## config.mk

```make
export PLATFORM = sky130hd
export DESIGN_NAME = button_conditioner_flat
export DESIGN_NICKNAME = d
export VERILOG_FILES = /design/src/rtl/button_conditioner_if.sv /design/src/rtl/button_conditioner.sv /design/src/flat_wrapper.sv
export SDC_FILE = /design/constraint.sdc
export NUM_CORES = 1
export LEC_CHECK = 0
export BUFFER_PORTS_ARGS = -buffer_cell sky130_fd_sc_hd__clkbuf_2
export CAP_MARGIN = 20
export CORE_MARGIN = 1.5
export CORE_UTILIZATION = 55
export CTS_BUF_LIST = sky130_fd_sc_hd__clkbuf_16
export DETAILED_ROUTE_END_ITERATION = 7
export PLACE_DENSITY_LB_ADDON = 0.25
export SYNTH_ARGS = -nofsm -noshare
export SYNTH_HDL_FRONTEND = slang
export SYNTH_SLANG_ARGS = --single-unit
```

## constraint.sdc

```tcl
create_clock -name clk -period 2.1 [get_ports clk]
set_input_delay 0.21 -clock clk [delete_from_list [all_inputs] [get_ports clk]]
set_output_delay 0.21 -clock clk [all_outputs]
set_load 0.02 [all_outputs]
```

## src/rtl/button_conditioner_if.sv

```systemverilog
// button_conditioner_if: raw active-low buttons in, press pulses and debounced levels out
interface button_conditioner_if;
  logic btn_next_n;
  logic btn_inc_n;
  logic btn_prev_n;
  logic pulse_next;
  logic pulse_inc;
  logic pulse_prev;
  logic [2:0] btn_level;
  modport master (
    output btn_next_n, btn_inc_n, btn_prev_n,
    input  pulse_next, pulse_inc, pulse_prev, btn_level
  );
  modport slave (
    input  btn_next_n, btn_inc_n, btn_prev_n,
    output pulse_next, pulse_inc, pulse_prev, btn_level
  );
endinterface

```

## src/rtl/button_conditioner.sv

```systemverilog
// button_conditioner: sync + debounce three buttons into press pulses; autorepeat under BUTTON_CONDITIONER_AUTOREPEAT_EN
module button_conditioner #(
  parameter int DEBOUNCE_CYCLES = 500000,
  parameter int REPEAT_DELAY    = 25000000,
  parameter int REPEAT_PERIOD   = 10000000
) (
  input logic clk,
  input logic reset,
  button_conditioner_if.slave bus
);
  localparam int CW = $clog2(DEBOUNCE_CYCLES + 1);
  logic [2:0] raw, sync1, sync2, level, level_d, cand;
  if (DEBOUNCE_CYCLES < 2 || REPEAT_DELAY < 1 || REPEAT_PERIOD < 1) begin : g_bad_params
    $error("button_conditioner: DEBOUNCE_CYCLES must be >= 2 and REPEAT_* >= 1");
  end
  // Inverting ahead of the flops keeps every synchronizer stage at 0 = released under reset
  assign raw = ~{bus.btn_prev_n, bus.btn_inc_n, bus.btn_next_n};
  // two-flop synchronizer per button
  always_ff @(posedge clk or posedge reset)
    if (reset) begin
      sync1 <= '0;
      sync2 <= '0;
    end else begin
      sync1 <= raw;
      sync2 <= sync1;
    end
  // previous debounced level, used to spot a fresh 0->1 flip
  always_ff @(posedge clk or posedge reset)
    if (reset) level_d <= '0;
    else level_d <= level;
  genvar i;
  for (i = 0; i < 3; i++) begin : g_ch
    logic [CW-1:0] cnt;
    logic lvl;
    assign level[i] = lvl;
    // debounce: count consecutive disagreeing cycles, flip once the run is long enough
    always_ff @(posedge clk or posedge reset)
      if (reset) begin
        cnt <= '0;
        lvl <= 1'b0;
      end else if (sync2[i] == lvl) begin
        cnt <= '0;
      end else if (cnt == CW'(DEBOUNCE_CYCLES - 1)) begin
        cnt <= '0;
        lvl <= ~lvl;
      end else begin
        cnt <= cnt + 1'b1;
      end
`ifdef BUTTON_CONDITIONER_AUTOREPEAT_EN
    localparam int HW = $clog2((REPEAT_DELAY > REPEAT_PERIOD ? REPEAT_DELAY : REPEAT_PERIOD) + 1);
    logic [HW-1:0] rem;
    logic press, held;
    assign press = lvl & ~level_d[i];
    assign held  = lvl & level_d[i];
    // countdown to next repeat: armed by the press, reloaded on each repeat, cleared on release
    always_ff @(posedge clk or posedge reset)
      if (reset) rem <= '0;
      else rem <= press ? HW'(REPEAT_DELAY - 1) : !held ? '0 : (rem == '0) ? HW'(REPEAT_PERIOD - 1) : rem - 1'b1;
    assign cand[i] = press | (held & (rem == '0));
`else
    assign cand[i] = lvl & ~level_d[i];
`endif
  end
  // registered pulses; next and prev are mutually exclusive with next taking priority
  always_ff @(posedge clk or posedge reset)
    if (reset) begin
      bus.pulse_next <= 1'b0;
      bus.pulse_inc  <= 1'b0;
      bus.pulse_prev <= 1'b0;
    end else begin
      bus.pulse_next <= cand[0];
      bus.pulse_inc  <= cand[1];
      bus.pulse_prev <= cand[2] & ~cand[0];
    end
  assign bus.btn_level = level;
endmodule
```

## src/flat_wrapper.sv

```systemverilog
// flat-port wrapper written by rule: the top's interface ports become plain ports
module button_conditioner_flat 
#(
  parameter int DEBOUNCE_CYCLES = 500000,
  parameter int REPEAT_DELAY    = 25000000,
  parameter int REPEAT_PERIOD   = 10000000
)
  (clk, reset, bus_btn_next_n, bus_btn_inc_n, bus_btn_prev_n, bus_pulse_next, bus_pulse_inc, bus_pulse_prev, bus_btn_level);
  button_conditioner_if bus_i ();
  input logic clk;
  input logic reset;
  input wire logic [$bits(bus_i.btn_next_n)-1:0] bus_btn_next_n;
  input wire logic [$bits(bus_i.btn_inc_n)-1:0] bus_btn_inc_n;
  input wire logic [$bits(bus_i.btn_prev_n)-1:0] bus_btn_prev_n;
  output wire logic [$bits(bus_i.pulse_next)-1:0] bus_pulse_next;
  output wire logic [$bits(bus_i.pulse_inc)-1:0] bus_pulse_inc;
  output wire logic [$bits(bus_i.pulse_prev)-1:0] bus_pulse_prev;
  output wire logic [$bits(bus_i.btn_level)-1:0] bus_btn_level;
  assign bus_i.btn_next_n = bus_btn_next_n;
  assign bus_i.btn_inc_n = bus_btn_inc_n;
  assign bus_i.btn_prev_n = bus_btn_prev_n;
  assign bus_pulse_next = bus_i.pulse_next;
  assign bus_pulse_inc = bus_i.pulse_inc;
  assign bus_pulse_prev = bus_i.pulse_prev;
  assign bus_btn_level = bus_i.btn_level;
  button_conditioner #(.DEBOUNCE_CYCLES(DEBOUNCE_CYCLES), .REPEAT_DELAY(REPEAT_DELAY), .REPEAT_PERIOD(REPEAT_PERIOD)) u_core (.clk(clk), .reset(reset), .bus(bus_i));
endmodule
```

==> Yosys cells after proc, flatten, opt, wreduce, memory -nomap -nowiden <==
Index checks and enable logic that the tools add are counted.
{ "classes": {"eq_ne": 6, "order_cmp": 0, "shift": 0, "mul": 0, "div": 0, "mux": 6, "n_reduce_logical": 3, "addsub": 3, "n_bitwise": 15} }
{ "op_table": {"columns": ["cell", "count"], "rows": [
  ["2-to-1 mux 19 bit", 6],
  ["adder 19 x 1 -> 19 bit (second input constant)", 3],
  ["equality test 19 bit (second input constant)", 3],
  ["NOT 1 bit", 10],
  ["AND reduction 2 bit", 3],
  ["AND 1 bit", 4],
  ["equality test 1 bit", 3],
  ["NOT 3 bit", 1]
]} }
{ "totals": {"latch_bits": 0, "register_bits": 72, "ramBits": 0, "romBits": 0, "n_memories": 0, "in_bits": 5, "word_cells": 45, "out_inout_bits": 6} }

==> Logic depth before layout (Yosys ltp) <==
{ "logic_depth": {"ltp_word": 4, "mapped_depth": 6, "mapped_depth_nobuf": 5} }

==> Worst setup path after synthesis <==
No wires, ideal clock.
{ "synth_path": {"path_type": "reg2reg", "from": "register u_core.g_ch[0].cnt[12]", "to": "register u_core.g_ch[0].lvl", "stages_incl_launch_ff": 5, "setup_time_ns": 0.128, "path_buffers": 0, "arrival_ns": 1.868, "setup_slack_ns": 0.105, "path_cell_list": "dfrtp_1 > or4_1 > or4_4 > nor2_1 > mux2_1"} }
{ "synth_between": {"elab_chain_len": 2} }
{ "synth_rtl": {"columns": ["item", "line_no", "rtl"], "rows": [
  ["start, declared", "button_conditioner.sv:33", "logic [CW-1:0] cnt;"],
  ["start signal, assigned", "button_conditioner.sv:47", "cnt <= cnt + 1'b1;"],
  ["equality test 19 bit", "button_conditioner.sv:43", "end else if (cnt == CW'(DEBOUNCE_CYCLES - 1)) begin"],
  ["AND reduction 2 bit (no line)", null, null],
  ["end signal, assigned", "button_conditioner.sv:45", "lvl <= ~lvl;"],
  ["end, declared", "button_conditioner.sv:34", "logic lvl;"]
]} }
Every way passes these cells.
A chain may end at the register's enable or synchronous reset.

==> Final worst setup path <==
{ "layout_path": {"from": "register u_core.g_ch[0].cnt[11]", "to": "register u_core.g_ch[0].lvl"} }
Same word-level chain as after synthesis.

==> results.json <==
{
  "outcome": "completed",
  "internal-power_w": 0.00236,
  "drive_above_1_share_pct": 14.2,
  "peak_ir_drop_on_the_vdd_network_uv": 519,
  "yosysMostFrequentCell": "dfrtp_1",
  "clock_sink_count": 72,
  "clock_tree.root_cell": "clkbuf_16",
  "tritoncts": "done",
  "cts_buffers": 9,
  "drcViolationCount": 0,
  "layout-area-overhead-vs-synth_pct": 15.7,
  "dp_worst_setup_slack_ns": 0.0813,
  "total_number_of_vias": 2452,
  "floorplan.core_area_um2": 5890,
  "power.share.combinational_pct": 3.2,
  "critical_path_required_ns": 2.32,
  "setup.worst_path.end_class": "flip-flop",
  "timing.final.crit_share_pct": 96.5,
  "overall_track_demand_over_capacity_in_global_routing_pct": 20.8,
  "global_route_wire_length_before_repair_um": 10500,
  "global_route.usage.met3_pct": 4.27,
  "synth_edf_count": 0,
  "start_kind": "flip-flop",
  "design.portCount": 11,
  "power_density_nw_per_um2": 780,
  "synth_area_per_cell_um2": 10.3,
  "maxSlewViolCount": 0,
  "mapped_cells": 325,
  "switching_power_w": 0.000648,
  "grt_overflow_total": 0,
  "synth-main-ff-cell": "dfrtp_1",
  "seq_power_share_pct": 47.4,
  "worst-slew-pin-transition_ns": 0.381,
  "number_of_i_o_port_buffers": 10,
  "worstReg2RegEnd": "u_core.g_ch[0].lvl$_DFFE_PP0P_",
  "clock_power_share_pct": 49.4,
  "grtUsageMet2_pct": 33.2,
  "maxCapViolCount": 0,
  "power.leakage_nw": 1.60,
  "power.share.switching_pct": 21.6,
  "post-dp-hpwl_um": 3990,
  "yosysWarnings": 0,
  "critical_path.endpoint": "u_core.g_ch[0].lvl$_DFFE_PP0P_",
  "grt_max_degree": 73,
  "dieHeight_um": 80.9,
  "max_freq_mhz": 494,
  "ant_nets": 0,
  "path_class": "flip-flop to flip-flop",
  "rrSetupSlack_ns": 0.07,
  "setup_viol_count_final": 0,
  "crit_start": "u_core.g_ch[0].cnt[11]$_DFF_PP0_",
  "netlist_top_cells_area": "dfrtp_1, xnor2_1, nor2_1, nand3_1, a21oi_1",
  "seq_area_um2": 1800,
  "detail_route.first_pass.iterations": 4,
  "die_width_um": 80.9,
  "post-synth-top-area-fraction_pct": 54.1,
  "finalCriticalPeriod_ns": 2.03,
  "via_count_of_the_first_global_routing_pass": 2381,
  "clk_pin_slew_ns": 0.06,
  "ctsLongestPathBuffers": 2,
  "fin_setup_tns_ns": 0,
  "hold_viol_final": 0,
  "most_crowded_layer_after_global_routing": "met2",
  "mappedNetlistArea_um2": 3330,
  "min_path_type": "input port to flip-flop",
  "rsz_0062_raised_after_global_routing": "no",
  "postSynthNetCount": 333,
  "slew-limit-headroom_pct": 74.3,
  "finalWirelength_um": 6080,
  "timing.critical_path.arrival_ns": 2.24,
  "place.gp.congestion": 0.882,
  "yosys_register_bits": 72,
  "cts_setup_buffers": 0,
  "r2r-start": "u_core.g_ch[0].cnt[11]$_DFF_PP0_",
  "layout_setup_ws_ns": 0.0742,
  "finalNetCount": 361,
  "finalClockSkew_ns": 0.00907,
  "antenna_found_initial": 0,
  "antenna_cells": 0,
  "cts.htree.levels": 3,
  "multi_input_comb_area_um2": 1410,
  "die-area_um2": 6540,
  "wire_per_inst_um": 14.0,
  "yosys.cell_types.count": 36,
  "routed_via_density": 5.66,
  "start_util_pct": 56.6,
  "rr_worst_depth": 4,
  "drt_iter0_markers": 138,
  "yosysTopAreaCell": "dfrtp_1",
  "cp_max_fo": 3,
  "global_route.usage.met1_pct": 27.0,
  "synth.yosys.seq_area_share_pct": 54.1,
  "fillers": 449,
  "clk_latency_worst_skew_pair_ns": 0.33,
  "synthTopCellsByCount": "dfrtp_1, nor2_1, xnor2_1",
  "num_rows": 28,
  "ys_async_sr_fraction_pct": 100
}
worst min path at each step:
stage / startpoint / to / cells after the start / slack (ns)
2_1_floorplan: bus_btn_next_n / u_core.sync1[0]$_DFF_PP0_ / 1 / 0.27
3_3_place_gp: reset / u_core.g_ch[1].cnt[17]$_DFF_PP0_ / 3 / 0.30
3_5_place_dp: reset / u_core.g_ch[2].cnt[11]$_DFF_PP0_ / 3 / 0.30
4_1_cts: bus_btn_inc_n / u_core.sync1[1]$_DFF_PP0_ / 2 / 0.01
5_1_grt: bus_btn_inc_n / u_core.sync1[1]$_DFF_PP0_ / 2 / 0.02
6_report: bus_btn_inc_n / u_core.sync1[1]$_DFF_PP0_ / 2 / 0.01
cell families (layout without fill, tap and decap cells):
group	after synthesis	count (layout)	share of synthesized area (%)
adder cells (fa/ha/maj)	3	3	1.13
flip-flops	72	72	54.1
AO/OA/AOI/OAI	35	35	6.46
multiplexers	3	3	1.01
XOR/XNOR	38	38	9.99
buffers and inverters	27	60	3.75
AND/OR/NAND/NOR	147	147	23.6
metal layers:
layer | part of all wire (%) | vias to the layer above
met3 | 4.5 | 14
met5 | 0 | -
li1 | - | 1193
met4 | 1.7 | 0
met1 | 45 | 1182
met2 | 49 | 63
cells in the final DEF (no fill, tap or decap), types with 2 or more instances in the layout:
cell type and instances:
nor4_1 9, clkbuf_16 9, nor2_1 46, nor3_1 8, buf_4 14, or4b_1 3, xnor2_1 30, xor2_1 8
clkbuf_2 10, or3_1 12, nor3b_1 2, nand4_2 2, and2_1 3, o21ai_0 11, clkinv_4 2, or4_1 9
nand2_1 16, and4_1 2, o31ai_1 5, nand4_1 7, a21oi_1 16, or4_4 2, ha_1 3, inv_1 17
dfrtp_1 72, nor2b_1 3, clkinv_2 2, mux2_2 2, nand3_1 19, clkinvlp_4 2
power groups by stage:
stage | logic (W) | registers, W | clock network (W)
after floorplan | 0.0000662 | 0.00145 | 0
after global placement | 0.0000958 | 0.00145 | 0
after detailed placement | 0.0000978 | 0.00145 | 0
after CTS | 0.000100 | 0.00143 | 0.00151
after global routing | 0.000114 | 0.00143 | 0.00157
final | 0.0000969 | 0.00143 | 0.00148
final cells by class:
cell class,instances,share of cell area (%)
Timing Repair Buffer,26,4.80
Sequential cell,72,46.7
Inverter,18,1.75
Clock buffer,9,5.84
Multi-Input combinational cell,226,36.6
Clock inverter,7,1.88
Tap cell,75,2.43
per-stage QoR:
step / utilization (%) / hold slack, ns / area, um^2 / total power, W / cells
floorplan: - / 0.269 / 3330 / 0.00151 / 325
global placement: 60.2 / 0.301 / 3540 / 0.00155 / 416
finish: 65.5 / 0.0150 / 3860 / 0.00301 / 433
CTS: 65.5 / 0.0111 / 3850 / 0.00303 / 433
global route: 65.5 / 0.0233 / 3860 / 0.00312 / 433
detailed placement: 60.2 / 0.302 / 3540 / 0.00155 / 416
critical path: stages, from the launching register on:
cell and delay (ns):
dfrtp_1 0.40, or4_1 0.53, or4_4 0.55, nor2_1 0.12, mux2_1 0.32
what timing repair did:
item	CTS	global route
endpoints found under the hold margin	72	0
setup endpoints to repair	0	1
hold buffers	1	0
resized for setup	0	1
state kept, by name (all words and copies together), names as in the netlist:
register               flops
u_core.bus.pulse_inc       1
u_core.bus.pulse_next      1
u_core.bus.pulse_prev      1
u_core.g_ch.cnt           57
u_core.g_ch.lvl            3
u_core.level_d             3
u_core.sync1               3
u_core.sync2               3
No activity file was read; power rests on OpenSTA's default activity.
